### config.mk
export PLATFORM = sky130hd
export DESIGN_NAME = mul_div_unit_flat
export DESIGN_NICKNAME = d
export VERILOG_FILES = /design/src/rtl/mdu_pkg.sv /design/src/rtl/mul_div_unit_if.sv /design/src/rtl/mdu_iter_core.sv /design/src/rtl/mul_div_unit.sv /design/src/flat_wrapper.sv
export SDC_FILE = /design/constraint.sdc
export NUM_CORES = 1
export LEC_CHECK = 0
export ABC_AREA = 1
export CORE_MARGIN = 2
export CORE_UTILIZATION = 54
export DETAILED_ROUTE_END_ITERATION = 8
export PLACE_DENSITY_LB_ADDON = 0.25
export SLEW_MARGIN = 5
export SYNTH_ARGS = -nofsm -noshare
export SYNTH_HDL_FRONTEND = slang
export SYNTH_HIERARCHICAL = 1
export SYNTH_SLANG_ARGS = --single-unit
### constraint.sdc
create_clock -name clk -period 2.3 [get_ports clk]
set_input_delay 0.46 -clock clk [delete_from_list [all_inputs] [get_ports clk]]
set_output_delay 0.46 -clock clk [all_outputs]
set_load 0.05 [all_outputs]
### src/rtl/mdu_pkg.sv
// Shared types and helpers for the iterative multiply/divide unit.
// Latency: n/a (types, constants and pure functions only).
// Backpressure: n/a.
// Contents: op encoding, FSM state encoding, width-generic negate/magnitude helpers.
package mdu_pkg;

  typedef enum logic [1:0] {
    MDU_MULT  = 2'b00,
    MDU_MULTU = 2'b01,
    MDU_DIV   = 2'b10,
    MDU_DIVU  = 2'b11
  } mdu_op_e;

  typedef enum logic [1:0] {
    IDLE   = 2'b00,
    RUN    = 2'b01,
    FINISH = 2'b10
  } mdu_state_e;

  // Helpers operate on a wide container; callers zero-extend into it and
  // size-cast the result back. Two's-complement negation truncated to the
  // caller's width equals negation at that width, so this is width-generic
  // for any operand up to MDU_MAX_W bits (covers 2*WIDTH products for WIDTH<=64).
  localparam int MDU_MAX_W = 128;

  function automatic logic [MDU_MAX_W-1:0] mdu_neg(input logic [MDU_MAX_W-1:0] x);
    return ~x + MDU_MAX_W'(1);
  endfunction

  function automatic logic [MDU_MAX_W-1:0] mdu_mag(input logic [MDU_MAX_W-1:0] x,
                                                   input logic                 neg);
    return neg ? mdu_neg(x) : x;
  endfunction

endpackage

### src/rtl/mul_div_unit_if.sv
// Request/result bundle between the datapath and the multiply/divide unit.
// Latency: n/a (wires only).
// Backpressure: start is only honoured while busy=0; hi_we/lo_we only while idle.
// master: start/op/a/b/hi_we/lo_we/wdata out, busy/done/hi/lo in; slave is the mirror.
interface mul_div_unit_if #(parameter int WIDTH = 32);
  import mdu_pkg::*;

  logic             start;
  mdu_op_e          op;
  logic [WIDTH-1:0] a;
  logic [WIDTH-1:0] b;
  logic             hi_we;
  logic             lo_we;
  logic [WIDTH-1:0] wdata;
  logic             busy;
  logic             done;
  logic [WIDTH-1:0] hi;
  logic [WIDTH-1:0] lo;

  modport master (
    output start, op, a, b, hi_we, lo_we, wdata,
    input  busy, done, hi, lo
  );

  modport slave (
    input  start, op, a, b, hi_we, lo_we, wdata,
    output busy, done, hi, lo
  );

endinterface

### src/rtl/mdu_iter_core.sv
// Shared accumulator/shift register: one shift-add (mode=0) or restoring-divide (mode=1) step per cycle.
// Latency: WIDTH steps after load; results are held while step=0.
// Backpressure: none; the owner sequences load/step.
// Ports: clk, rst_n, load (capture x->sr, y->m, clear acc), step, mode, x, y; acc (product high / remainder), sr (product low / quotient).
module mdu_iter_core #(
  parameter int WIDTH = 32
) (
  input  logic             clk,
  input  logic             rst_n,
  input  logic             load,
  input  logic             step,
  input  logic             mode,
  input  logic [WIDTH-1:0] x,
  input  logic [WIDTH-1:0] y,
  output logic [WIDTH-1:0] acc,
  output logic [WIDTH-1:0] sr
);

  logic [WIDTH-1:0] m;
  logic [WIDTH:0]   add_sum;
  logic [WIDTH:0]   sh;
  logic             ge;
  logic [WIDTH-1:0] acc_nxt;
  logic [WIDTH-1:0] sr_nxt;

  always_comb begin
    // Multiply: add m when the current multiplier LSB is set, then shift {acc,sr} right.
    add_sum = {1'b0, acc} + (sr[0] ? {1'b0, m} : {(WIDTH+1){1'b0}});
    // Divide: shift the next dividend bit into the partial remainder and trial-subtract.
    // The remainder stays below m, so the subtraction fits in WIDTH bits.
    sh      = {acc, sr[WIDTH-1]};
    ge      = (sh >= {1'b0, m});
    if (mode) begin
      acc_nxt = ge ? (sh[WIDTH-1:0] - m) : sh[WIDTH-1:0];
      sr_nxt  = {sr[WIDTH-2:0], ge};
    end else begin
      acc_nxt = add_sum[WIDTH:1];
      sr_nxt  = {add_sum[0], sr[WIDTH-1:1]};
    end
  end

  always_ff @(posedge clk) begin
    if (!rst_n) begin
      acc <= '0;
      sr  <= '0;
      m   <= '0;
    end else if (load) begin
      acc <= '0;
      sr  <= x;
      m   <= y;
    end else if (step) begin
      acc <= acc_nxt;
      sr  <= sr_nxt;
    end
  end

endmodule

### src/rtl/mul_div_unit.sv
// Iterative signed/unsigned multiply and divide that owns the HI/LO pair, plus MTHI/MTLO writes.
// Latency: start at edge 0 -> done pulse and new hi/lo after edge WIDTH+1.
// Backpressure: start and hi_we/lo_we are ignored while busy; start beats a same-cycle direct write.
// Ports: clk, rst_n (sync, active-low), bus (slave: start/op/a/b/hi_we/lo_we/wdata in; busy/done/hi/lo out).
module mul_div_unit
  import mdu_pkg::*;
#(
  parameter int WIDTH = 32
) (
  input  logic               clk,
  input  logic               rst_n,
  mul_div_unit_if.slave      bus
);

  localparam int PW = 2 * WIDTH;
  localparam int CW = $clog2(WIDTH + 1);

  mdu_state_e       state, state_nxt;
  logic [CW-1:0]    cnt;
  logic             load, step;
  logic             done_q;
  logic [WIDTH-1:0] hi_q, lo_q;

  mdu_op_e          op_q;
  logic             neg_a, neg_b, div0;
  logic [WIDTH-1:0] a_raw;

  logic             signed_in, neg_a_in, neg_b_in;
  logic [WIDTH-1:0] a_mag, b_mag;
  logic [WIDTH-1:0] core_acc, core_sr;
  logic             is_div;

  logic [PW-1:0]    prod, prod_fix;
  logic [WIDTH-1:0] q_fix, r_fix, hi_res, lo_res;

  // Operand sign handling at acceptance; the core only ever sees magnitudes.
  assign signed_in = (bus.op == MDU_MULT) || (bus.op == MDU_DIV);
  assign neg_a_in  = signed_in & bus.a[WIDTH-1];
  assign neg_b_in  = signed_in & bus.b[WIDTH-1];
  assign a_mag     = WIDTH'(mdu_mag(MDU_MAX_W'(bus.a), neg_a_in));
  assign b_mag     = WIDTH'(mdu_mag(MDU_MAX_W'(bus.b), neg_b_in));
  assign is_div    = (op_q == MDU_DIV) || (op_q == MDU_DIVU);

  mdu_iter_core #(.WIDTH(WIDTH)) u_core (
    .clk   (clk),
    .rst_n (rst_n),
    .load  (load),
    .step  (step),
    .mode  (is_div),
    .x     (a_mag),
    .y     (b_mag),
    .acc   (core_acc),
    .sr    (core_sr)
  );

  always_ff @(posedge clk) begin
    if (!rst_n) state <= IDLE;
    else        state <= state_nxt;
  end

  always_comb begin
    state_nxt = state;
    load      = 1'b0;
    step      = 1'b0;
    unique case (state)
      IDLE: begin
        if (bus.start) begin
          load      = 1'b1;
          state_nxt = RUN;
        end
      end
      RUN: begin
        step = 1'b1;
        if (cnt == CW'(WIDTH - 1)) state_nxt = FINISH;
      end
      FINISH:  state_nxt = IDLE;
      default: state_nxt = IDLE;
    endcase
  end

  // Sign fix-up. neg_a/neg_b are only set for signed ops, so unsigned ops pass through.
  // Most-negative / -1 needs no special case: |a|/1 = 2^(WIDTH-1), and negating that
  // wraps back to the most-negative value with a zero remainder.
  always_comb begin
    prod     = {core_acc, core_sr};
    prod_fix = (neg_a ^ neg_b) ? PW'(mdu_neg(MDU_MAX_W'(prod))) : prod;
    q_fix    = (neg_a ^ neg_b) ? WIDTH'(mdu_neg(MDU_MAX_W'(core_sr))) : core_sr;
    r_fix    = neg_a ? WIDTH'(mdu_neg(MDU_MAX_W'(core_acc))) : core_acc;
    hi_res   = prod_fix[PW-1:WIDTH];
    lo_res   = prod_fix[WIDTH-1:0];
    if (is_div) begin
      hi_res = div0 ? a_raw : r_fix;
      lo_res = div0 ? {WIDTH{1'b1}} : q_fix;
    end
  end

  always_ff @(posedge clk) begin
    if (!rst_n) begin
      cnt    <= '0;
      done_q <= 1'b0;
      hi_q   <= '0;
      lo_q   <= '0;
      op_q   <= MDU_MULT;
      neg_a  <= 1'b0;
      neg_b  <= 1'b0;
      div0   <= 1'b0;
      a_raw  <= '0;
    end else begin
      cnt    <= (state == RUN) ? cnt + CW'(1) : '0;
      done_q <= (state == FINISH);
      if (state == FINISH) begin
        hi_q <= hi_res;
        lo_q <= lo_res;
      end else if (state == IDLE && !bus.start) begin
        if (bus.hi_we) hi_q <= bus.wdata;
        if (bus.lo_we) lo_q <= bus.wdata;
      end
      if (load) begin
        op_q  <= bus.op;
        neg_a <= neg_a_in;
        neg_b <= neg_b_in;
        div0  <= (bus.b == '0);
        a_raw <= bus.a;
      end
    end
  end

  assign bus.busy = (state != IDLE);
  assign bus.done = done_q;
  assign bus.hi   = hi_q;
  assign bus.lo   = lo_q;

endmodule

### src/flat_wrapper.sv
// flat-port wrapper written by rule: the top's interface ports become plain ports
module mul_div_unit_flat import mdu_pkg::*;
#(
  parameter int WIDTH = 32
)
  (clk, rst_n, bus_start, bus_op, bus_a, bus_b, bus_hi_we, bus_lo_we, bus_wdata, bus_busy, bus_done, bus_hi, bus_lo);
  mul_div_unit_if #(.WIDTH(WIDTH)) bus_i ();
  input  logic clk;
  input  logic rst_n;
  input wire logic [$bits(bus_i.start)-1:0] bus_start;
  input wire logic [$bits(bus_i.op)-1:0] bus_op;
  input wire logic [$bits(bus_i.a)-1:0] bus_a;
  input wire logic [$bits(bus_i.b)-1:0] bus_b;
  input wire logic [$bits(bus_i.hi_we)-1:0] bus_hi_we;
  input wire logic [$bits(bus_i.lo_we)-1:0] bus_lo_we;
  input wire logic [$bits(bus_i.wdata)-1:0] bus_wdata;
  output wire logic [$bits(bus_i.busy)-1:0] bus_busy;
  output wire logic [$bits(bus_i.done)-1:0] bus_done;
  output wire logic [$bits(bus_i.hi)-1:0] bus_hi;
  output wire logic [$bits(bus_i.lo)-1:0] bus_lo;
  assign bus_i.start = bus_start;
  assign bus_i.op = bus_op;
  assign bus_i.a = bus_a;
  assign bus_i.b = bus_b;
  assign bus_i.hi_we = bus_hi_we;
  assign bus_i.lo_we = bus_lo_we;
  assign bus_i.wdata = bus_wdata;
  assign bus_busy = bus_i.busy;
  assign bus_done = bus_i.done;
  assign bus_hi = bus_i.hi;
  assign bus_lo = bus_i.lo;
  mul_div_unit #(.WIDTH(WIDTH)) u_core (.clk(clk), .rst_n(rst_n), .bus(bus_i));
endmodule
# Word-level counts from Yosys, hierarchy flattened
# Cells that the tools add are included.
# classes
addsub,8
n_mul,0
div_mod_pow,0
magnitude_cmp,1
eq_ne,8
shift,0
n_mux,27
n_bitwise,9
n_reduce_logical,17
# op_table
op,count
2-to-1 mux 32 bit,20
adder 32 x 1 -> 32 bit (second input constant),4
inverter 32 bit,4
adder 64 x 1 -> 64 bit (second input constant),1
2-to-1 mux 64 bit,1
inverter 64 bit,1
adder 32 x 33 -> 33 bit,1
>= comparator 33 x 32 -> 1 bit,1
zero test 32 bit,1
subtractor 32 bit,1
nonzero test 2 bit,5
equality test 2 bit (second input constant),4
AND reduction 2 bit,4
adder 6 x 1 -> 6 bit (second input constant),1
equality test 6 x 5 -> 1 bit (second input constant),1
zero test 2 bit,2
2-to-1 mux 2 bit,2
one-hot mux 2 bit (2 select lines),1
2-to-1 mux 1 bit,3
AND 1 bit,2
equality test 2 x 1 -> 1 bit (second input constant),1
logical OR 1 bit,2
!= test 2 x 1 -> 1 bit (second input constant),1
!= test 2 bit (second input constant),1
5 further kinds,5
# word_totals
regBits,206
latchBits,0
ram_bits,0
rom_bits,0
in_bits,103
n_memories,0

# Longest topological paths before layout
# Gate-level depths: netlist (run 1).
# depth
word_depth,6
mapped_depth,21

# Hierarchy
# The synthesis (run 1) kept the hierarchy.
# modules_own_cells
mod,instances,cells_per_inst,area_each_um2
mdu_iter_core,1,1652,9479.1
mul_div_unit,1,1600,9253.9

# Worst setup path before layout (run 1)
# Ideal clock, no wire load.
# synth_path
kind,register to register
startpoint,reg u_core.u_core.sr[0]
endpoint,reg u_core.u_core.acc[13]
setup_time_ns,0.117
t_arrival_ns,2.416
required_time_ns,2.183
path_slack_ns,-0.233
stages_incl_launch_ff,18
cell_sequence,dfxtp_1 clkbuf_1 clkbuf_1 nand2_1 inv_1 ha_1 fa_1 nand2_1 nand2_1 o21ai_0 o21ai_1 nand2_1 nand2_1 or2_2 nand3_1 nand3_1 nor2_1 nor2_1
# synth_between
elab_chain_cells,3
# synth_lines
element,line_no,text
from (decl),mdu_iter_core.sv:16,output logic [WIDTH-1:0] sr
from (signal assigned),mdu_iter_core.sv:53,sr <= sr_nxt;
2-to-1 mux 32 bit,mdu_iter_core.sv:28,"add_sum = {1'b0, acc} + (sr[0] ? {1'b0, m} : {(WIDTH+1){1'b0}});"
adder 32 x 33 -> 33 bit,mdu_iter_core.sv:28,
2-to-1 mux 32 bit,mdu_iter_core.sv:33,if (mode) begin
to (signal assigned),mdu_iter_core.sv:52,acc <= acc_nxt;
to (decl),mdu_iter_core.sv:15,"output logic [WIDTH-1:0] acc,"
# No other way between the ends.
# A chain may end at the register's enable or synchronous reset.

# Worst setup path after layout (run 1)
# layout_path
startpoint,reg u_core.u_core.sr[0]
endpoint,reg u_core.u_core.acc[29]
# Same word-level chain as after synthesis.

==> flow_summary.yaml, run 1 <==
placement:
  gp_congestion: 1.085
  place_inst: 4186
  post-dp-hpwl_mm: 63.40
  dpl-instance-area_sq_um: 23850
  port_buffers: 168
critical_path:
  cp-start-kind: "flip-flop"
  cp.required_ns: 2.74
  reg2reg_depth: 16
  endpoint_kind: "flip-flop"
  critPathKind: "reg2reg"
  cp_max_fo: 19
  cp.arrival_ns: 2.94
synthesis:
  synth_seq_area_share_pct: 21.91
  ys_types: 55
  synth-edff-count: 0
  ys_warn_count: 6
  synth_top_area_share_pct: 21.91
  ys_ff_latch: 205
  synth_top_area_cell: "dfxtp_1"
  syn-num-nets: 3426
  synth.avg_cell_area_sq_um: 5.760
  synth_async_sr_flop_share_pct: 0
  synth_area_sq_um: 18730
  postSynthCellCount: 3252
  synth_area_leaders: "dfxtp_1 22%, nand2_1 18%, inv_1 8.2%, a21oi_1 8.1%, o21ai_0 7.2%"
  synth_flop_cell: "dfxtp_1"
job:
  drv_cap: 0
timing:
  worst_hold_slack_ns: 0.3373
  fin_worst_skew_ns: 0.02801
  finalMaxSlewViolations: 0
  slew_headroom_pct: 26.39
  rsz0062_at_grt: "true"
  finalWorstSetupSlack_ns: -0.2029
  finalCritPeriodShare_pct: 108.8
  fin_crit_ns: 2.503
  hold_viol: 0
  max_freq_ghz: 0.3995
  worstMarginPinSlew_ns: 1.103
  setup_viol: 25
detailed_routing:
  vias: 25340
  viasPerCell: 5.950
  route.detailed.drc: 0
  routedWlPerCell_microns: 20.03
  dr.pass1.iters: 7
  drt_iter0_drc: 3667
  ant_nets: 0
  wl_mm: 85.29
clocking:
  postCtsHoldBufs: 0
  clk_latency_ns: 0.56
  numCtsBuffers: 24
  cts_sinks: 205
  tritoncts: "built"
  root_buffer: "clkbuf_16"
  clockBufferDepth: 3
  cts.htree.levels: 1
  cts.clk_slew.worst_paths_ns: 0.06
layout:
  final_common_cell: "nand2_1"
  stdcell_count: 4258
  area_growth_pct: 40.98
  nNetsFinal: 3960
  fin_area_sq_um: 26410
  final_util_pct: 76.83
  fillers: 2677
  final_cell_mix: "847 x nand2_1, 450 x buf_4, 357 x inv_1, 273 x nor2_1, 272 x a21oi_1"
  multiInputGateArea_sq_um: 13930
  layout-drive-gt1-share_pct: 24.62
  ff_latch_area_sq_um: 4159
global_route:
  grt_use_total_pct: 44.04
  grt_overflow: 0
  grt_first_pass_wirelength_mm: 124.6
  grt_pass1_vias: 22560
  grt_max_degree: 84
  antenna_found_initial: 2
power:
  pwr_density_cell_nw_per_um2: 607.1
  peakVddDrop_uv: 667.0
  leakage_nw: 12.54
floorplanning:
  ios: 169
  die_y_microns: 190.3
  initial_utilization_pct: 54.50
  die_w_microns: 190.3
  rows: 68
  dieArea_sq_um: 36200
  design.core.area_sq_um: 34370
run_status:
  violations: "setup timing"
  status: "finished, violations left"
worst_hold_path:
  holdPathStages: 4
  hold_path_class: "in2reg"
[final timing paths]
| kind | slack [ns] | end | start |
|---|---|---|---|
| max | -0.20 | u_core/u_core/acc[29]$_SDFFE_PP0P_ | u_core/u_core/sr[0]$_SDFFE_PN0P_ |
| min | 0.34 | u_core/a_raw[0]$_SDFFE_PN0P_ | bus_a[0] |
| max reg2reg | -0.20 | u_core/u_core/acc[29]$_SDFFE_PP0P_ | u_core/u_core/sr[0]$_SDFFE_PN0P_ |
| min reg2reg | 0.47 | u_core/cnt[0]$_SDFF_PN0_ | u_core/cnt[0]$_SDFF_PN0_ |
[cell families (layout without fill, tap and decap cells)]
kind of cell | count (synthesis) | in the layout | synth area share (%)
compound gates | 750 | 750 | 21.84
other cells | 0 | 1 | 0
fa+ha+maj | 71 | 71 | 4.822
simple gates | 1594 | 1594 | 36.09
flops | 205 | 205 | 21.91
xor+xnor | 79 | 79 | 3.734
buf+inv | 553 | 1103 | 11.61
[metal layers]
layer  up-vias  track usage, %  wire length (microns)
met3       241           12.62                  13380
met2      1895           63.35                  34600
li1      11650               -                      -
met1     11550           63.00                  34070
met5         -           1.648                      9
met4         2           13.57                   3222
[sequential cells by signal, summed over array words and instances, names as in the netlist]
name	flops
u_core/a_raw	32
u_core/bus.done	1
u_core/bus.hi	32
u_core/bus.lo	32
u_core/cnt	6
u_core/div0	1
u_core/neg_a	1
u_core/neg_b	1
u_core/op_q	1
u_core/state	2
u_core/u_core/acc	32
u_core/u_core/m	32
u_core/u_core/sr	32
[power breakdown]
group          switching, mW  total (mW)  internal, mW
clock network           1.61        4.00          2.39
registers              0.329        4.18          3.85
logic                   4.76        7.86          3.09
total                   6.70        16.0          9.33
[worst max-delay path, cell delays in order (launching register included)]
cell     delay, ns
dfxtp_2       0.34
buf_12        0.15
buf_12        0.15
nand2_1       0.06
inv_1         0.04
ha_1          0.38
nand2_1       0.15
nor2_2        0.18
nand2_2       0.10
nor4_4        0.30
nand2_2       0.10
nand2_1       0.08
nand2_1       0.05
nand3_1       0.09
nand3_1       0.08
nand2_1       0.09
inv_1         0.04
[final cells by class]
| type | count | share of cell area (%) |
|---|---|---|
| multi-input combinational | 2494 | 52.76 |
| timing repair buffer | 635 | 20.21 |
| sequential | 205 | 15.75 |
| inverter | 426 | 6.064 |
| clock buffer | 35 | 2.582 |
| tap | 455 | 2.156 |
| clock inverter | 7 | 0.4690 |
| antenna | 1 | 0.009475 |
[repair_timing]
item | CTS | global route
endpoints found under the setup margin | 34 | 69
setup buffers | 8 | 21
resized for setup | 136 | 250
pin swaps | 24 | 39
[through the flow]
stage | power [mW] | setup TNS, ns | worst slack [ns]
after floorplan | 8.122 | 0 | 0.003147
after global placement | 10.95 | -7.850 | -0.3871
after detailed placement | 11.09 | -14.74 | -0.4612
after CTS | 15.20 | -0.4005 | -0.07661
after global routing | 16.67 | -4.649 | -0.2733
final | 16.03 | -2.114 | -0.2029
[cell usage after synthesis, drive strengths merged (18+ instances only)]
library cell    n
a21oi         310
a31oi          44
buf            38
clkbuf         89
dfxtp         205
ha             69
inv           421
nand2         935
nand3         214
nand4          26
nor2          346
nor3           36
o211ai         18
o21a           35
o21ai         299
xnor2          29
xor2           50
(Power assumes the default switching activity.)
==> run 2, diff against run 1 <==
Clock period 2.3 ns to 3 ns, I/O delays scaled along.
==> run 2 against run 1 <==
  * The flow now finishes without violations
  * Sequential share of layout area increased by 3.0 points
  * Die area is the same
  * Power is 31% lower
  * Core utilization shrank 13 points
  * Critical path depth up 1
  * Worst setup slack better by 0.31 ns
  * Non-clock buffer count down 384
  * Clock skew grew 0.0022 ns
  * Clock power shrank 24%
  * Register-to-register slack gained 0.31 ns
  * Flip-flop and latch count unchanged
  * Largest cell class unchanged
  * Highest routed layer unchanged
==> flow_summary.yaml, run 2 (synthesis gave the netlist of run 1 again) <==
worst_hold_path:
  hold_path_class: "reg2reg"
timing:
  worstMarginPinSlew_ns: 0.9778
  finalCritPeriodShare_pct: 96.56
  hold_viol: 0
  setup_viol: 0
  rsz0062_at_grt: "false"
  finalMaxSlewViolations: 0
  slew_headroom_pct: 34.74
  fin_setup_tns_ns: 0
  finalWorstSetupSlack_ns: 0.1031
  fin_crit_ns: 2.897
  max_freq_ghz: 0.3452
  fin_worst_skew_ns: 0.03025
clocking:
  clk_latency_ns: 0.56
  cts_sinks: 205
  postCtsHoldBufs: 0
  root_buffer: "clkbuf_16"
  numCtsBuffers: 24
  clockBufferDepth: 3
  cts.clk_slew.worst_paths_ns: 0.07
  cts.htree.levels: 1
  tritoncts: "built"
detailed_routing:
  drt_iter0_drc: 3165
  dr.pass1.iters: 7
  wl_mm: 78.56
  routedWlPerCell_microns: 20.28
  route.detailed.drc: 0
  vias: 23200
  viasPerCell: 5.991
  ant_nets: 0
power:
  seq_power_share_pct: 29.5
  clockPowerShare_pct: 27.8
  pwr_density_cell_nw_per_um2: 502.6
  leakage_nw: 10.51
  peakVddDrop_uv: 458.7
  p_int_mw: 6.249
  pwr-share-comb_pct: 42.8
  swShare_pct: 43.29
  total_power_mw: 11.02
  p_sw_mw: 4.770
floorplanning:
  die_y_microns: 190.3
  die_w_microns: 190.3
  ios: 169
  initial_utilization_pct: 54.50
  design.core.area_sq_um: 34370
  dieArea_sq_um: 36200
  rows: 68
placement:
  gp_congestion: 1.063
  dp_slack_ns: 0.1415
  dpl-instance-area_sq_um: 21110
  port_buffers: 168
  post-dp-hpwl_mm: 61.96
layout:
  layout-drive-gt1-share_pct: 7.022
  final_common_cell: "nand2_1"
  nNetsFinal: 3576
  diodes: 0
  fillers: 3327
  area_growth_pct: 17.03
  fin_area_sq_um: 21920
  final_cell_mix: "908 x nand2_1, 407 x inv_1, 311 x nor2_1, 304 x a21oi_1, 269 x o21ai_0"
critical_path:
  cpPeakStageDelay_ns: 0.49
  cp.arrival_ns: 3.35
  cp_max_fo: 7
  cp.required_ns: 3.45
  cp_top_family: "simple AND/OR/NAND/NOR gates"
  crit_top_cell: "nand2_1"
  cp-start-kind: "flip-flop"
  cp_slowest_cell: "ha_1"
  worstPathCellList: "inv_1 -> ha_1 -> nand2_1 -> nand2_1 -> inv_1 -> nand2_1 -> nand2_1 -> nand2_1 -> nand2_1 -> nand2_1 -> nand2_1 -> nand3_1 -> nand3_1 -> nand2_1 -> nand3_1 -> nand2_1 -> inv_1"
  critPathKind: "reg2reg"
  endpoint_kind: "flip-flop"
  critPathBufInv: 3
global_route:
  grt_use_total_pct: 42.11
  antenna_found_initial: 3
  grt_max_degree: 82
  grt_overflow: 0
  grt_first_pass_wirelength_mm: 117.8
  grt_pass1_vias: 20390
job:
  drv_cap: 0
run_status:
  status: "finished clean"
-- run 2: changes by cell type in the layout (fill, tap and decap cells not counted), moves of 32 or more --
cell	before	now
inv_2	63	14
ha_1	6	69
buf_4	450	79
nand2_2	79	24
inv_1	357	407
a21oi_1	272	304
dfxtp_1	169	203
nor2_1	273	311
ha_4	59	0
nand2_1	847	908
-- run 2: cell type report --
cell class | instances | area (sq um) | area share (%)
clock buffers | 31 | 666.9 | 3.042
clock inverters | 11 | 148.9 | 0.6791
inverters | 426 | 1599 | 7.294
multi-input cells | 2494 | 12480 | 56.94
flip-flops and latches | 205 | 4106 | 18.73
well taps | 455 | 569.3 | 2.597
repair buffers | 251 | 2350 | 10.72
-- run 2: metrics by stage --
| step | cells | hold WS, ns | utilization [%] |
|---|---|---|---|
| finish | 3873 | 0.4442 | 63.78 |
| global route | 3873 | 0.4695 | 63.78 |
| CTS | 3873 | 0.4480 | 63.78 |
| detailed placement | 3831 | 0.4359 | 61.40 |
| global placement | 3831 | 0.4274 | 61.40 |
| floorplan | 3252 | 0.4175 | - |
-- run 2: path summary, 6_finish.rpt --
path | start | to | slack [ns] | cells after the start
worst max register to register | u_core/u_core/m[2]$_SDFFE_PN0P_ | u_core/u_core/acc[31]$_SDFFE_PP0P_ | 0.10 | 17
worst max-delay path | u_core/u_core/m[2]$_SDFFE_PN0P_ | u_core/u_core/acc[31]$_SDFFE_PP0P_ | 0.10 | 17
worst min register to register | u_core/cnt[0]$_SDFF_PN0_ | u_core/cnt[0]$_SDFF_PN0_ | 0.44 | 1
worst min-delay path | u_core/cnt[0]$_SDFF_PN0_ | u_core/cnt[0]$_SDFF_PN0_ | 0.44 | 1
-- run 2: worst reg2reg max path, stage by stage (launching register included) --
cell and delay [ns]:
dfxtp_1 0.46, inv_1 0.15, ha_1 0.49, nand2_1 0.10, nand2_1 0.11, inv_1 0.04
nand2_1 0.17, nand2_1 0.07, nand2_1 0.20, nand2_1 0.10, nand2_1 0.20, nand2_1 0.18
nand3_1 0.12, nand3_1 0.11, nand2_1 0.09, nand3_1 0.07, nand2_1 0.08, inv_1 0.04
-- run 2: per-layer routing --
metal	share of wire (%)	GRT usage [%]	wire (microns)
met1	42	62.30	32920
met2	39	57.71	30340
met3	16	12.44	12470
met4	3.6	13.33	2796
met5	0.041	0	32
-- run 2: timing repair --
action / 4_1_cts / 5_1_grt
endpoints found under the setup margin: 0 / 4
endpoints found under the hold margin: 0 / 0
setup buffers: 0 / 0
resized for setup: 0 / 1
-- run 2: power groups by stage --
stage / Sequential [mW] / Combinational, mW / Clock [mW]
after floorplan: 3.38 / 2.85 / 0
after global placement: 3.26 / 4.45 / 0
after detailed placement: 3.27 / 4.50 / 0
after CTS: 3.21 / 4.54 / 3.07
after global routing: 3.25 / 5.10 / 3.18
final: 3.25 / 4.71 / 3.06
